### src/rtl/synth_pkg.sv
// Shared definitions for the synth's slow-rate control blocks.
package synth_pkg;

  // Default amplitude width and the full-scale code at that width.
  localparam int AMP_W_DEF = 16;
  localparam logic [AMP_W_DEF-1:0] AMP_MAX = '1;

  // Default envelope update rate in Hz.
  localparam int TICK_HZ_DEF = 10_000;

  // Envelope stage encoding; codes 5..7 are illegal and recover to IDLE.
  typedef enum logic [2:0] {
    ST_IDLE    = 3'd0,
    ST_ATTACK  = 3'd1,
    ST_DECAY   = 3'd2,
    ST_SUSTAIN = 3'd3,
    ST_RELEASE = 3'd4
  } stage_e;

endpackage

### src/rtl/tick_gen.sv
// Free-running prescaler: one-cycle tick every CLKSPEED/TICK_HZ clocks.
module tick_gen
  import synth_pkg::*;
#(
  parameter int CLKSPEED = 50_000_000,
  parameter int TICK_HZ  = TICK_HZ_DEF
) (
  input  logic clk,
  input  logic rst,
  output logic tick
);

  localparam int P     = CLKSPEED / TICK_HZ;
  localparam int CNT_W = $clog2(P);
  localparam logic [CNT_W-1:0] LAST = CNT_W'(P - 1);

  logic [CNT_W-1:0] cnt_q, cnt_d;

  // Tick on the last count, then wrap to zero.
  always_comb begin
    // NOTE: every combinational output gets a value on every path, otherwise a latch is inferred.
    tick  = (cnt_q == LAST);
    cnt_d = tick ? '0 : cnt_q + 1'b1;
  end

  // Counter register with synchronous reset.
  always_ff @(posedge clk) begin
    // NOTE: non-blocking assignments in clocked blocks so all flops update from pre-edge values.
    if (rst) cnt_q <= '0;
    else     cnt_q <= cnt_d;
  end

endmodule

### src/rtl/adsr_env.sv
// ADSR envelope controller: gate edges act every clock, ramps advance on ticks.
module adsr_env
  import synth_pkg::*;
#(
  parameter int CLKSPEED = 50_000_000,
  parameter int TICK_HZ  = TICK_HZ_DEF,
  parameter int AMP_W    = AMP_W_DEF
) (
  input  logic             clk,
  input  logic             rst,
  input  logic             gate,
  input  logic [AMP_W-1:0] attack_step,
  input  logic [AMP_W-1:0] decay_step,
  input  logic [AMP_W-1:0] sustain_lvl,
  input  logic [AMP_W-1:0] release_step,
  output logic [AMP_W-1:0] amp,
  output logic [2:0]       stage,
  output logic             busy
);

  // Full-scale code at this instance's width (AMP_MAX when AMP_W is the default).
  localparam logic [AMP_W-1:0] AMP_FULL = '1;

  logic             tick;
  stage_e           stage_q, stage_d;
  logic [AMP_W-1:0] amp_q, amp_d;
  logic             gate_q, gate_d;
  logic             rise, fall;
  logic [AMP_W:0]   attack_sum;
  logic [AMP_W:0]   decay_floor;

  tick_gen #(
    .CLKSPEED (CLKSPEED),
    .TICK_HZ  (TICK_HZ)
  ) u_tick_gen (
    .clk  (clk),
    .rst  (rst),
    .tick (tick)
  );

  // State, amplitude and gate-history registers.
  always_ff @(posedge clk) begin
    if (rst) begin
      stage_q <= ST_IDLE;
      amp_q   <= '0;
      gate_q  <= 1'b0;
    end else begin
      stage_q <= stage_d;
      amp_q   <= amp_d;
      gate_q  <= gate_d;
    end
  end

  // Next state: illegal recovery, then gate edges, then tick-rate ramps.
  always_comb begin
    stage_d = stage_q;
    amp_d   = amp_q;
    gate_d  = gate;
    rise    = gate & ~gate_q;
    fall    = ~gate & gate_q;
    // One extra bit so the attack sum cannot wrap.
    attack_sum = {1'b0, amp_q} + {1'b0, attack_step};
    // amp - decay_step <= sustain rewritten as amp <= decay_step + sustain to avoid underflow.
    decay_floor = {1'b0, decay_step} + {1'b0, sustain_lvl};

    if (stage_q > ST_RELEASE) begin
      stage_d = ST_IDLE;
      amp_d   = '0;
    end else if (rise) begin
      // Retrigger keeps amp so the new attack starts from the current level.
      stage_d = ST_ATTACK;
    end else if (fall && (stage_q inside {ST_ATTACK, ST_DECAY, ST_SUSTAIN})) begin
      stage_d = ST_RELEASE;
    end else if (tick) begin
      case (stage_q)
        ST_IDLE: amp_d = '0;
        ST_ATTACK: begin
          if (attack_step == '0 || attack_sum >= {1'b0, AMP_FULL}) begin
            amp_d   = AMP_FULL;
            stage_d = ST_DECAY;
          end else begin
            amp_d = attack_sum[AMP_W-1:0];
          end
        end
        ST_DECAY: begin
          if (decay_step == '0 || {1'b0, amp_q} <= decay_floor) begin
            amp_d   = sustain_lvl;
            stage_d = ST_SUSTAIN;
          end else begin
            amp_d = amp_q - decay_step;
          end
        end
        ST_SUSTAIN: amp_d = sustain_lvl;
        ST_RELEASE: begin
          if (release_step == '0 || amp_q <= release_step) begin
            amp_d   = '0;
            stage_d = ST_IDLE;
          end else begin
            amp_d = amp_q - release_step;
          end
        end
        default: begin
          stage_d = ST_IDLE;
          amp_d   = '0;
        end
      endcase
    end
  end

  // Outputs come straight from registers; busy is decoded from the registered stage.
  always_comb begin
    amp   = amp_q;
    stage = stage_q;
    busy  = (stage_q != ST_IDLE);
  end

endmodule
### config.mk
export PLATFORM = sky130hd
export DESIGN_NAME = adsr_env
export DESIGN_NICKNAME = d
export VERILOG_FILES = /design/src/rtl/synth_pkg.sv /design/src/rtl/tick_gen.sv /design/src/rtl/adsr_env.sv
export SDC_FILE = /design/constraint.sdc
export NUM_CORES = 1
export LEC_CHECK = 0
export ABC_AREA = 0
export BUFFER_PORTS_ARGS = -buffer_cell sky130_fd_sc_hd__buf_2
export CAP_MARGIN = 10
export CORE_MARGIN = 5
export CORE_UTILIZATION = 50
export DETAILED_ROUTE_END_ITERATION = 8
export PLACE_DENSITY = 0.77
export SLEW_MARGIN = 25
export SYNTH_ARGS = -nofsm -noshare
export SYNTH_HDL_FRONTEND = slang
export SYNTH_HIERARCHICAL = 1
export SYNTH_SLANG_ARGS = --single-unit
### constraint.sdc
create_clock -name clk -period 8.39 [get_ports clk]
set_clock_uncertainty 0.05 [all_clocks]
set_input_delay 1.2585 -clock clk [delete_from_list [all_inputs] [get_ports clk]]
set_output_delay 1.2585 -clock clk [all_outputs]
set_load 0.05 [all_outputs]
==> results of run 1 <==
worst max path at each step:
stage             end  slack (ns)  depth (start not counted)
4_1_cts        amp[3]        3.07                         21
6_report       amp[3]        2.99                         21
3_3_place_gp   amp[3]        2.83                         21
5_1_grt        amp[3]        2.61                         21
2_1_floorplan  amp[1]        3.45                         20
3_5_place_dp   amp[3]        2.78                         21
cells in the final DEF, fill, tap and decap left out, drive strengths merged, types with 5 or more instances in the layout:
master | Yosys | final
a211oi | 11 | 11
a21o | 19 | 19
a21oi | 59 | 59
a221oi | 19 | 19
a31oi | 10 | 10
and2 | 5 | 5
and3 | 8 | 8
buf | 7 | 89
clkbuf | 9 | 6
dfxtp | 33 | 33
ha | 80 | 80
inv | 58 | 58
nand2 | 61 | 61
nand2b | 10 | 10
nand3 | 19 | 19
nand4 | 10 | 10
nor2 | 53 | 53
nor2b | 11 | 11
nor3 | 19 | 19
nor4 | 18 | 18
o2111ai | 5 | 5
o211ai | 11 | 11
o21a | 9 | 9
o21ai | 62 | 62
or2 | 5 | 5
or3 | 9 | 9
xnor2 | 34 | 34
xor2 | 23 | 23
report_power, final:
part           switching (W)  leakage [nW]  internal (W)
Sequential        0.00000266         0.267      0.000159
Combinational       0.000105          2.51     0.0000755
Clock              0.0000600        0.0450     0.0000574
Total               0.000167          2.82      0.000292
registers in the layout (all words and copies together) (netlist names):
signal / count
amp: 16
gate_q: 1
stage: 3
u_tick_gen/cnt_q: 13
through the flow:
step	std cells	setup WS (ns)	area (sq um)	utilization, %
detailed placement	949	2.778	6018	55.76
CTS	957	3.073	6101	56.53
global placement	949	2.833	6018	55.76
global route	957	2.614	6101	56.53
finish	957	2.994	6101	56.53
floorplan	736	3.451	5464	-
cells in the mapped netlist, drive strengths merged (5+ instances only):
cell type | n | area, sq um
o21ai | 62 | 314.1
buf | 7 | 40.03
nand2b | 10 | 62.56
o2111ai | 5 | 43.79
and2 | 5 | 31.28
o211ai | 11 | 92.58
a21oi | 59 | 302.8
o21a | 9 | 67.56
or2 | 5 | 31.28
nor4 | 18 | 118.9
xnor2 | 34 | 297.8
a21o | 19 | 142.6
nand2 | 61 | 231.5
or3 | 9 | 56.30
and3 | 8 | 50.05
xor2 | 23 | 201.4
ha | 80 | 1001
nor2 | 53 | 198.9
nand4 | 10 | 62.56
a221oi | 19 | 172.7
a211oi | 11 | 87.58
a31oi | 10 | 62.56
clkbuf | 9 | 33.78
nor3 | 19 | 100.1
nor2b | 11 | 68.82
inv | 58 | 217.7
dfxtp | 33 | 660.6
nand3 | 19 | 95.09
layout make-up:
type	instances	area (sq um)	area share [%]
inverters	58	217.7	3.569
well taps	140	175.2	2.871
repair buffers	89	452.9	7.424
clock buffers	6	72.57	1.189
clock inverters	2	10.01	0.1641
multi-input cells	629	4512	73.95
flip-flops and latches	33	660.6	10.83
kinds of logic after synthesis:
logic type | synth area share (%)
and+or+nand+nor | 22.24
muxes | 0.7557
DFF | 12.09
xor gates and xnor gates | 9.137
adders and majority gates | 19.97
buffers and inverters | 5.335
AOI/OAI and AO/OA | 30.48
per-layer routing:
layer  up-vias  track usage [%]  wire length (um)
li1       2927                -                 -
met1      2699            35.60              7791
met2       221            40.51              7403
met3        30            3.118              1180
met4         0            6.730               282
met5         -                0                 0
==> results, run 1 <==
- The antenna violation net count after detailed routing is 0.
- The layout overhead on the synthesized area is 11.66%.
- The filler cell count in the final layout is around 1100.
- The startpoint of the worst hold path is u_tick_gen/cnt_q[0].
- The largest fanout on the critical path is 21.
- In this run the tightest slew margin relative to its limit is a little over a quarter.
- Once detailed placement completed, the half-perimeter wirelength came to roughly 14 mm.
- The number of violations reported at the end of detailed-routing iteration 0 is just under 500.
- Among all flip-flop cells after synthesis, the most frequent one is dfxtp_1.
- The end point of the worst hold path is u_tick_gen/cnt_q[0].
- The final count of hold timing violations is 0.
- The region available for standard cell placement spans ~11000 sq um.
- The clock net in this run drives a total of 33 sinks.
- For this run, the post-layout net count is 967.
- The final critical-path share of the clock period is 64.32%.
- The slew at the pin with the worst max-slew slack is 1.100 ns.
- The setup slack on the worst flop-to-flop path is ~4.7 ns.
- The number of buffers inserted by port buffering is 86.
- After layout, the design draws a total of between 0.0004 and 0.0005 W.
- The share of layout cells above drive strength 1 is about 14%.
- The average instance area after synthesis is about 7.4 sq um.
- The placement row count is 38.
- Power spread over the standard cell area amounts to between 70 and 80 nW/um^2.
- The total of hold buffers inserted after clock tree synthesis is 0.
- The leakage component of the power is around 2.8 nW.
- The number of antenna diodes in the final layout is 0.
- Post-CTS timing repair inserted 0 buffers for setup.
- Yosys printed 6 warnings.
- In this run the vertical extent of the chip is about 110 um.
- STA puts the critical path data arrival time at approximately 5.5 ns.
- The launching element of the worst setup path is decay_step[1].
- For this run, design rule violations remaining after detail routing come to 0.
- Before antenna repair, the detailed router went through 6 iterations.
- The first-pass GRT wire length is between 20 and 30 mm.
- In the final routed layout, each cell accounts on average for 17.41 um.
- The overall routing resource usage is around a quarter.
- The number of stages on the worst hold path is 1.
- Traced cell by cell, the critical path runs through buf_2 -> ha_1 -> a21o_1 -> a21oi_1 -> nor2b_1 -> o21a_1 -> o41ai_2 -> o211ai_1 -> a41o_1 -> a21oi_1 -> xor2_1 -> ha_1 -> nand4_1 -> o31ai_1 -> nor4_1 -> o311ai_2 -> buf_4 -> nor3_2 -> a221o_1 -> a21oi_1 -> a221oi_1.
- Global routing finished with a remaining overflow of 0.
- Buffers inserted during clock tree synthesis total 5.
- The number of gates resized after CTS was 0.
- The worst stage delay on the critical path is ~0.4 ns.
- The width of the die is between 100 and 150 um.
- The tool flagged a number of max-cap violations equal to 0.
- The number of antenna violations at the first check in global routing is 0.
- TritonCTS built the clock tree.
- The total via count after detailed routing is 5877.
- The startpoint identified for the worst register-to-register timing path is amp[1].
- After clock tree synthesis, the clock-pin slew on the worst setup and hold paths is 0.07 ns.
- The number of pins exceeding their max-slew limit in the final report is 0.
- The clock network latency to the later pin of the worst-skew pair is between 0.2 and 0.3 ns.
- CTS built an H-tree with a depth of 2.
- The via count of the first global-routing pass was approximately 5600.
- The number of synthesized register bits is 33.
- The depth of the worst register-to-register path is 10.
- For this configuration, the core starts out at a cell density of 50.63%.
- The number of different library cells used by synthesis comes to roughly 70.
- The worst path in the final design needs a cycle of roughly 5.4 ns, including I/O delays and setup.
- The deepest clock path buffer count is 2.
- The mean number of vias per cell is around 6.1.
- The final layout contains routed wiring with a total length of about 17 mm.
- Counting flops with a built-in enable in the synthesized netlist gives 0.
- Adding up every negative setup slack in the final design gives 0 ns.
- The gate family responsible for the most delay along the worst path is compound AO/OA/AOI/OAI gates.
- The tightest hold path in the finished design has a slack of around 0.42 ns.
- The nature of the critical path endpoint is a register.
- The flow ran to the end, and the final reports show no timing, DRC or antenna violations.
- The combined area of all synthesized cells is 5464 sq um.
- Routability-driven placement finished with a final weighted congestion of between 0.9 and 1.
- The type of the worst setup path is in2reg.
- The number of cells produced by synthesis is approximately 740.
- The tree is rooted in a clkbuf_8.
- The number of nets produced by synthesis is roughly 900.
- Of the synthesized area, sequential elements account for around an eighth.
- The pin count of the biggest net entering global routing is 22.
- The area enclosed by the die boundary is approximately 13000 sq um.
- For this design, the slowest cell found on the critical path is nor3_2.
- The count of final setup violators is 0.
- The worst ir drop on vdd is 0.00005061 V.
- The worst flop-to-flop path endpoint is amp[2].
- STA classifies the critical path startpoint as an input pin.
- The highest clock frequency the design can meet is approximately 190 MHz.
- For this run, asynchronously set or reset flops after synthesis account for 0%.
- The dominant cell type by count on the critical path is a21oi_1.
- Pin placement for this block handled between 80 and 90 I/O pins.
- At the worst endpoint, the required time is ~8.5 ns.
- Together, buffers and inverters on the worst path number 2.
- The worst hold path belongs to the class reg2reg.
- Setup repair after global routing left no endpoint under its margin.
No activity file was read; power rests on OpenSTA's default activity.
==> run 2: changes to the inputs <==
==> constraint.sdc (replaced) <==
create_clock -name clk -period 5.6 [get_ports clk]
set_clock_uncertainty 0.05 [all_clocks]
set_input_delay 0.84 -clock clk [delete_from_list [all_inputs] [get_ports clk]]
set_output_delay 0.84 -clock clk [all_outputs]
set_load 0.05 [all_outputs]
==> run 2 against run 1 <==
Register-to-register slack got worse by 2.8 ns; routed wire length decreased by 1.1%; cell area increased by 0.84%; via count decreased by 0.10%; die area unchanged; sequential power increased by 50%; non-clock buffer count unchanged; worst setup slack got worse by 2.2 ns; first-iteration DRC count decreased by 14%; combinational power increased by 50%; critical endpoint unchanged; largest cell class unchanged; highest routed layer unchanged.
==> results, run 2 (same netlist as run 1, synthesis figures left out) <==
- The I/O pin count is between 80 and 90.
- The via count of the first global-routing pass came to around 5500.
- The min-delay analysis places its worst path in the category reg2reg.
- Measured along the x axis, the die boundary spans approximately 110 um.
- The placement row count is 38.
- The H-tree was split into 2 levels.
- The number of buffers created by CTS is 5.
- After clock tree synthesis, the repair step resized 0 gates.
- In the routed layout, each cell is associated on average with a via count of ~6.1.
- Once placement finished, the instance area stood at around 6000 sq um.
- Before antenna repair, the detailed router went through 5 iterations.
- For this design the ratio of total power to cell area is between 100 and 150 nW/um^2.
- The minimum hold slack is approximately 0.41 ns.
- The pin count of the biggest net entering global routing is 19.
- The clock passes through at most 2 buffers.
- For this design the static power due to leakage is approximately 2.8 nW.
- The post-CTS setup buffer count is 0.
- The finished layout holds between 900 and 1000 standard cells, fillers aside.
- The number of pins exceeding their max-slew limit in the final report was 0.
- Adding up every negative setup slack in the final design gives 0 ns.
- Registers take approximately 660 sq um.
- Input and output buffers added on the ports amount to 86.
- The clock transition at the registers of the reported paths is approximately 0.07 ns.
- The register with the most flip-flops in the layout has 16 of them.
- The number of nets in the final layout is a little under 1000.
- The wire-length estimate of the detail-placed layout is about 14 mm.
- The final layout contains routed wiring with a total length of about 16 mm.
- After detailed routing, the average wire length per cell comes to ~17 um.
- The total core area is ~11000 sq um.
- After layout, the minimum clock period comes to around 4.8 ns.
- Of the cells placed in the final design, the portion with a size suffix greater than 1 is 14.32%.
- Derived from the worst setup path, the maximum achievable clock frequency is around 210 MHz.
- The multi-input combinational cells in the finished layout cover a total of 4512 sq um.
- The clock net sink count is 33.
- Power comes to approximately 0.00078 W.
- The number of instances in the placed design is roughly 950.
- The setup check on the worst reg-to-reg path leaves a slack of 1.82 ns.
- The count of nets left with antenna violations once routing finished came out at 0.
- The data required time at the worst endpoint is 5.75 ns.
- The worst ir drop on vdd is ~0.000072 V.
- The final count of hold timing violations was 0.
- At the end of routability-driven placement, the weighted congestion stood at between 0.9 and 1.
- The library cells used most frequently in the layout, excluding fill and tap cells, are buf_2, ha_1, o21ai_0, nand2_1, inv_1.
- The filler cell count in the final layout is 1046.
- The nature of the critical path endpoint is a register.
- The finished layout cell area is 6152 sq um.
- The layout overhead on the synthesized area is 12.59%.
- The slew at the pin with the worst max-slew slack is between 1 and 1.5 ns.
- Setup repair after global routing left no endpoint under its margin.
- The TritonCTS clock tree is done.
- Buffers inserted to repair hold after CTS numbered 0.
- The top register by number of flip-flops is amp.
- The chip height is 114.5 um.
- The library cell used most frequently in the layout, excluding fill and tap cells, is buf_2.
- The first-pass GRT wire length is 27.04 mm.
- Setup violations remaining at the end of the flow were counted as 0.
- Global routing finished with a remaining overflow of 0.
- The detailed router placed around 5900 vias in this run.
- The relative slew slack is about a third.
- For this run, the total global-route usage over all layers was measured as about a quarter.
- The startpoint class of the critical path is an input pin.
- The largest fanout on the critical path is 7.
- The max capacitance violation total is 0.
- Once the floorplan was initialized, standard cells occupied around half of the core.
- The area enclosed by the die boundary is 13120 sq um.
- Data arrives at the worst endpoint at 4.98 ns.
- The clock reaches the later pin of the worst-skew pair after between 0.2 and 0.3 ns.
- The flow ran to the end, and the final reports show no timing, DRC or antenna violations.
- The number of antenna diodes in the final layout is 0.
- The detailed-route DRC error count is 0.
- The number of antenna violations at the first check in global routing is 0.
- The number of violations reported at the end of detailed-routing iteration 0 is ~430.
- The final critical-path share of the clock period is 86.17%.
- The buffer type at the clock tree root is clkbuf_8.
- The type of the worst setup path is in2reg.
-- run 2: worst max-delay path: stages --
cell and delay [ns]:
buf_2 0.15, ha_1 0.30, a21o_1 0.15, a21oi_1 0.23
nor2b_1 0.07, o21a_1 0.19, o41ai_2 0.42, o211ai_1 0.20
a41o_1 0.26, a21oi_1 0.16, xor2_1 0.16, ha_1 0.26
nand4_1 0.10, o31ai_1 0.06, nor4_1 0.25, o311ai_2 0.26
nor3_2 0.43, a221o_1 0.22, a21oi_1 0.04, a221oi_1 0.23
-- run 2: path summary, 6_finish.rpt --
kind | start | cells past startpoint | endpoint
setup / recovery | decay_step[1] | 20 | amp[3]
hold / removal | u_tick_gen/cnt_q[0] | 1 | u_tick_gen/cnt_q[0]
hold reg to reg | u_tick_gen/cnt_q[0] | 1 | u_tick_gen/cnt_q[0]
setup reg to reg | amp[1] | 11 | stage[0]
-- run 2: area by class of cell --
type	count	share of cell area, %
Clock buffer	5	1.119
Multi-Input combinational cell	629	73.34
Sequential cell	33	10.74
Tap cell	140	2.847
Timing Repair Buffer	89	7.362
Inverter	58	3.539
Clock inverter	3	1.058
-- run 2: power breakdown --
group          switching [W]  internal, W  total [W]
Combinational       0.000156     0.000113   0.000270
Clock              0.0000957     0.000177   0.000273
Sequential        0.00000407     0.000237   0.000242
-- run 2: through the flow --
step / worst slack, ns / utilization [%]
2_1_floorplan: 1.080 / -
3_3_place_gp: 0.5581 / 55.76
3_5_place_dp: 0.4952 / 55.76
4_1_cts: 0.7748 / 57.00
5_1_grt: 0.2566 / 57.00
6_report: 0.7742 / 57.00
-- run 2: metal layers --
layer | vias up | track usage [%] | share of wire (%)
met4 | 0 | 7.759 | 1.9
met2 | 232 | 39.54 | 43
met1 | 2679 | 35.30 | 47
met5 | - | 0 | 0
li1 | 2937 | - | -
met3 | 23 | 3.911 | 7.7
==> run 3: changes to the inputs <==
--- a/config.mk
+++ b/config.mk
@@ -10,8 +10,9 @@
 export CAP_MARGIN = 10
 export CORE_MARGIN = 5
 export CORE_UTILIZATION = 50
+export CTS_BUF_LIST = sky130_fd_sc_hd__clkbuf_2
 export DETAILED_ROUTE_END_ITERATION = 8
-export PLACE_DENSITY = 0.77
+export PLACE_DENSITY_LB_ADDON = 0.3
 export SLEW_MARGIN = 25
 export SYNTH_ARGS = -nofsm -noshare
 export SYNTH_HDL_FRONTEND = slang
==> run 3 against run 2 <==
Routed wire length is 8.8% higher; global-route usage is 1.4 points higher; utilization down 0.37 points; cell area fell by 0.65%; first-iteration DRC count down 2.4%; fmax decreased by 1.4%; sequential cell count stayed put; worst hold slack improved by 0.044 ns; combinational power up 2%; critical path type unchanged; largest cell class unchanged; highest routed layer unchanged.
==> results, run 3 (same netlist as run 1, synthesis figures left out) <==
- The flow ran to the end, and the final reports show no timing, DRC or antenna violations.
- The area occupied by multi-input gates is roughly 4500 sq um.
- In this run the tool buffered the top-level ports with 86 buffer cells.
- The highest clock frequency the design can meet is just over 200 MHz.
- In the layout the commonest cells are buf_2, ha_1, o21ai_0, nand2_1, inv_1.
- The clock period minus final worst setup slack is between 4 and 5 ns.
- Summed over all layers, the routed wires come to around 18 mm.
- The library cell used most frequently in the layout, excluding fill and tap cells, is buf_2.
- Counting along the longest clock path gives a buffer depth of 2.
- The via count of the first global-routing pass is 5929.
- The top register by number of flip-flops is amp.
- The data required time at the worst endpoint is 5.87 ns.
- In this run, the number of DRC markers left after iteration 0 of detailed routing was about 420.
- Setup repair after global routing left no endpoint under its margin.
- The nature of the critical path endpoint is a register.
- The chip height is between 100 and 150 um.
- The total via count after detailed routing is a little over 6000.
- Max-cap violations in this run came to 0.
- The worst min-delay path class is reg2reg.
- The number of pins exceeding their max-slew limit in the final report is 0.
- The core region is about 11000 sq um.
- Measured against its own limit, the worst slew margin works out to roughly two fifths.
- The number of buffers created by CTS is 5.
- The smallest setup slack after layout is 0.7038 ns.
- Across the VDD grid, the largest voltage drop is between 0.00007 and 0.00008 V.
- The power per unit of standard cell area is roughly 120 nW/um^2.
- The worst setup timing slack at the placement stage is 0.3270 ns.
- At the pin with the least slew margin, the transition time is just under 0.9 ns.
- Of the cells placed in the final design, the portion with a size suffix greater than 1 is between 10% and 20%.
- The minimum hold slack is between 0.4 and 0.5 ns.
- For this run the aggregate overflow at the end of global routing stands at 0.
- Detailed placement ended at an HPWL of ~15 mm.
- The first global-routing pass estimated 28.66 mm of wire.
- Across the whole layout, storage elements account for between 600 and 700 sq um.
- The arrival time reported for the critical path endpoint is a little over 5 ns.
- Counting the fill cells in the layout gives 1015.
- Once detail routing completed, the nets flagged for antenna violations numbered 0.
- The layout overhead on the synthesized area is 11.86%.
- The largest fanout on the critical path is 16.
- The die is ~110 um wide.
- The area enclosed by the die boundary is roughly 13000 sq um.
- The number of cells upsized or downsized after cts is 0.
- In this run the number of H-tree levels came out at 2.
- In this run, post-CTS hold repair placed 0 buffers.
- After clock tree synthesis, the clock-pin slew on the worst setup and hold paths is 0.19 ns.
- The register with the most flip-flops in the layout has 16 of them.
- For the final routed database, the setup TNS stands at 0 ns.
- The leakage component of the power is ~2.8 nW.
- After detailed routing, the average wire length per cell comes to 18.74 um.
- For this run, the post-layout net count is approximately 970.
- At the later pin of the worst-skew pair, clock insertion delay measures ~0.4 ns.
- The length of the first detailed-routing pass in iterations is 6.
- TritonCTS built the clock tree.
- The buffer type at the clock tree root is clkbuf_2.
- Clock tree synthesis found a total of 33 sinks.
- Setup violations remaining at the end of the flow were counted as 0.
- For this run, design rule violations remaining after detail routing come to 0.
- The type of the worst setup path is in2reg.
- The final count of hold timing violations is 0.
- Across every metal layer, demand over resource in global routing totals a little over a quarter.
- The effective utilization at floorplan is between 50% and 60%.
- Entering global routing, the biggest net connects 18 pins.
- The core utilization of the finished layout is 56.63%.
- After clock tree synthesis, the setup repair step added 0 buffers.
- The worst path uses between 80% and 90% of the clock period.
- STA classifies the critical path startpoint as an input pin.
- The number of antenna violations at the first check in global routing was 0.
- The placement row count is 38.
- The global placement routability congestion is between 1 and 1.5.
- The mean number of vias per cell is 6.353.
- The I/O pin count is 87.
## run 3: changes by cell type in the layout (fill, tap and decap cells not counted), sizes merged
cell | previous run | this run
diode | 0 | 1
buf | 89 | 88
## run 3: worst paths after layout
kind / start / endpoint / slack [ns] / cells after the start
worst max-delay path: decay_step[1] / amp[9] / 0.70 / 20
worst min register to register: u_tick_gen/cnt_q[0] / u_tick_gen/cnt_q[0] / 0.46 / 1
worst min-delay path: u_tick_gen/cnt_q[0] / u_tick_gen/cnt_q[0] / 0.46 / 1
worst max register to register: amp[0] / stage[0] / 1.81 / 12
## run 3: area by class of cell
type	instances	area share, %
diodes	1	0.04094
clock buffers	5	0.4094
multi-input cells	629	73.96
flip-flops and latches	33	10.81
inverters	58	3.562
repair buffers	88	7.288
clock inverters	3	1.064
well taps	140	2.866
## run 3: metal layers
layer	global-route usage (%)	up-vias	routed length [um]
li1	-	2925	-
met1	35.63	2784	7615
met2	44.74	323	8205
met3	2.643	48	1620
met4	8.630	0	487
met5	0	-	0
## run 3: where the power goes
| group | internal, W | switching [W] | total (W) |
|---|---|---|---|
| Sequential | 0.000238 | 0.00000426 | 0.000242 |
| Clock | 0.000120 | 0.0000923 | 0.000212 |
| Combinational | 0.000113 | 0.000163 | 0.000276 |
## run 3: critical path: stages
cell and delay [ns]:
buf_2 0.15, ha_1 0.31, a21o_1 0.16, a21oi_1 0.24, nor2b_1 0.08, o21a_1 0.19, o41ai_2 0.42, o211ai_1 0.21
a41o_1 0.28, a21oi_1 0.17, xor2_1 0.17, ha_1 0.27, nand4_1 0.11, o31ai_1 0.07, nor4_1 0.25, o311ai_2 0.28
buf_4 0.26, o31ai_1 0.28, a221oi_1 0.13, a221oi_1 0.28
## run 3: stage by stage
stage / cell area [sq um] / instances / power [W]
detailed placement: 6011 / 948 / 0.0005165
CTS: 6101 / 956 / 0.0007250
global route: 6110 / 956 / 0.0007702
global placement: 6011 / 948 / 0.0005060
floorplan: 5464 / 736 / 0.0004309
finish: 6112 / 957 / 0.0007303
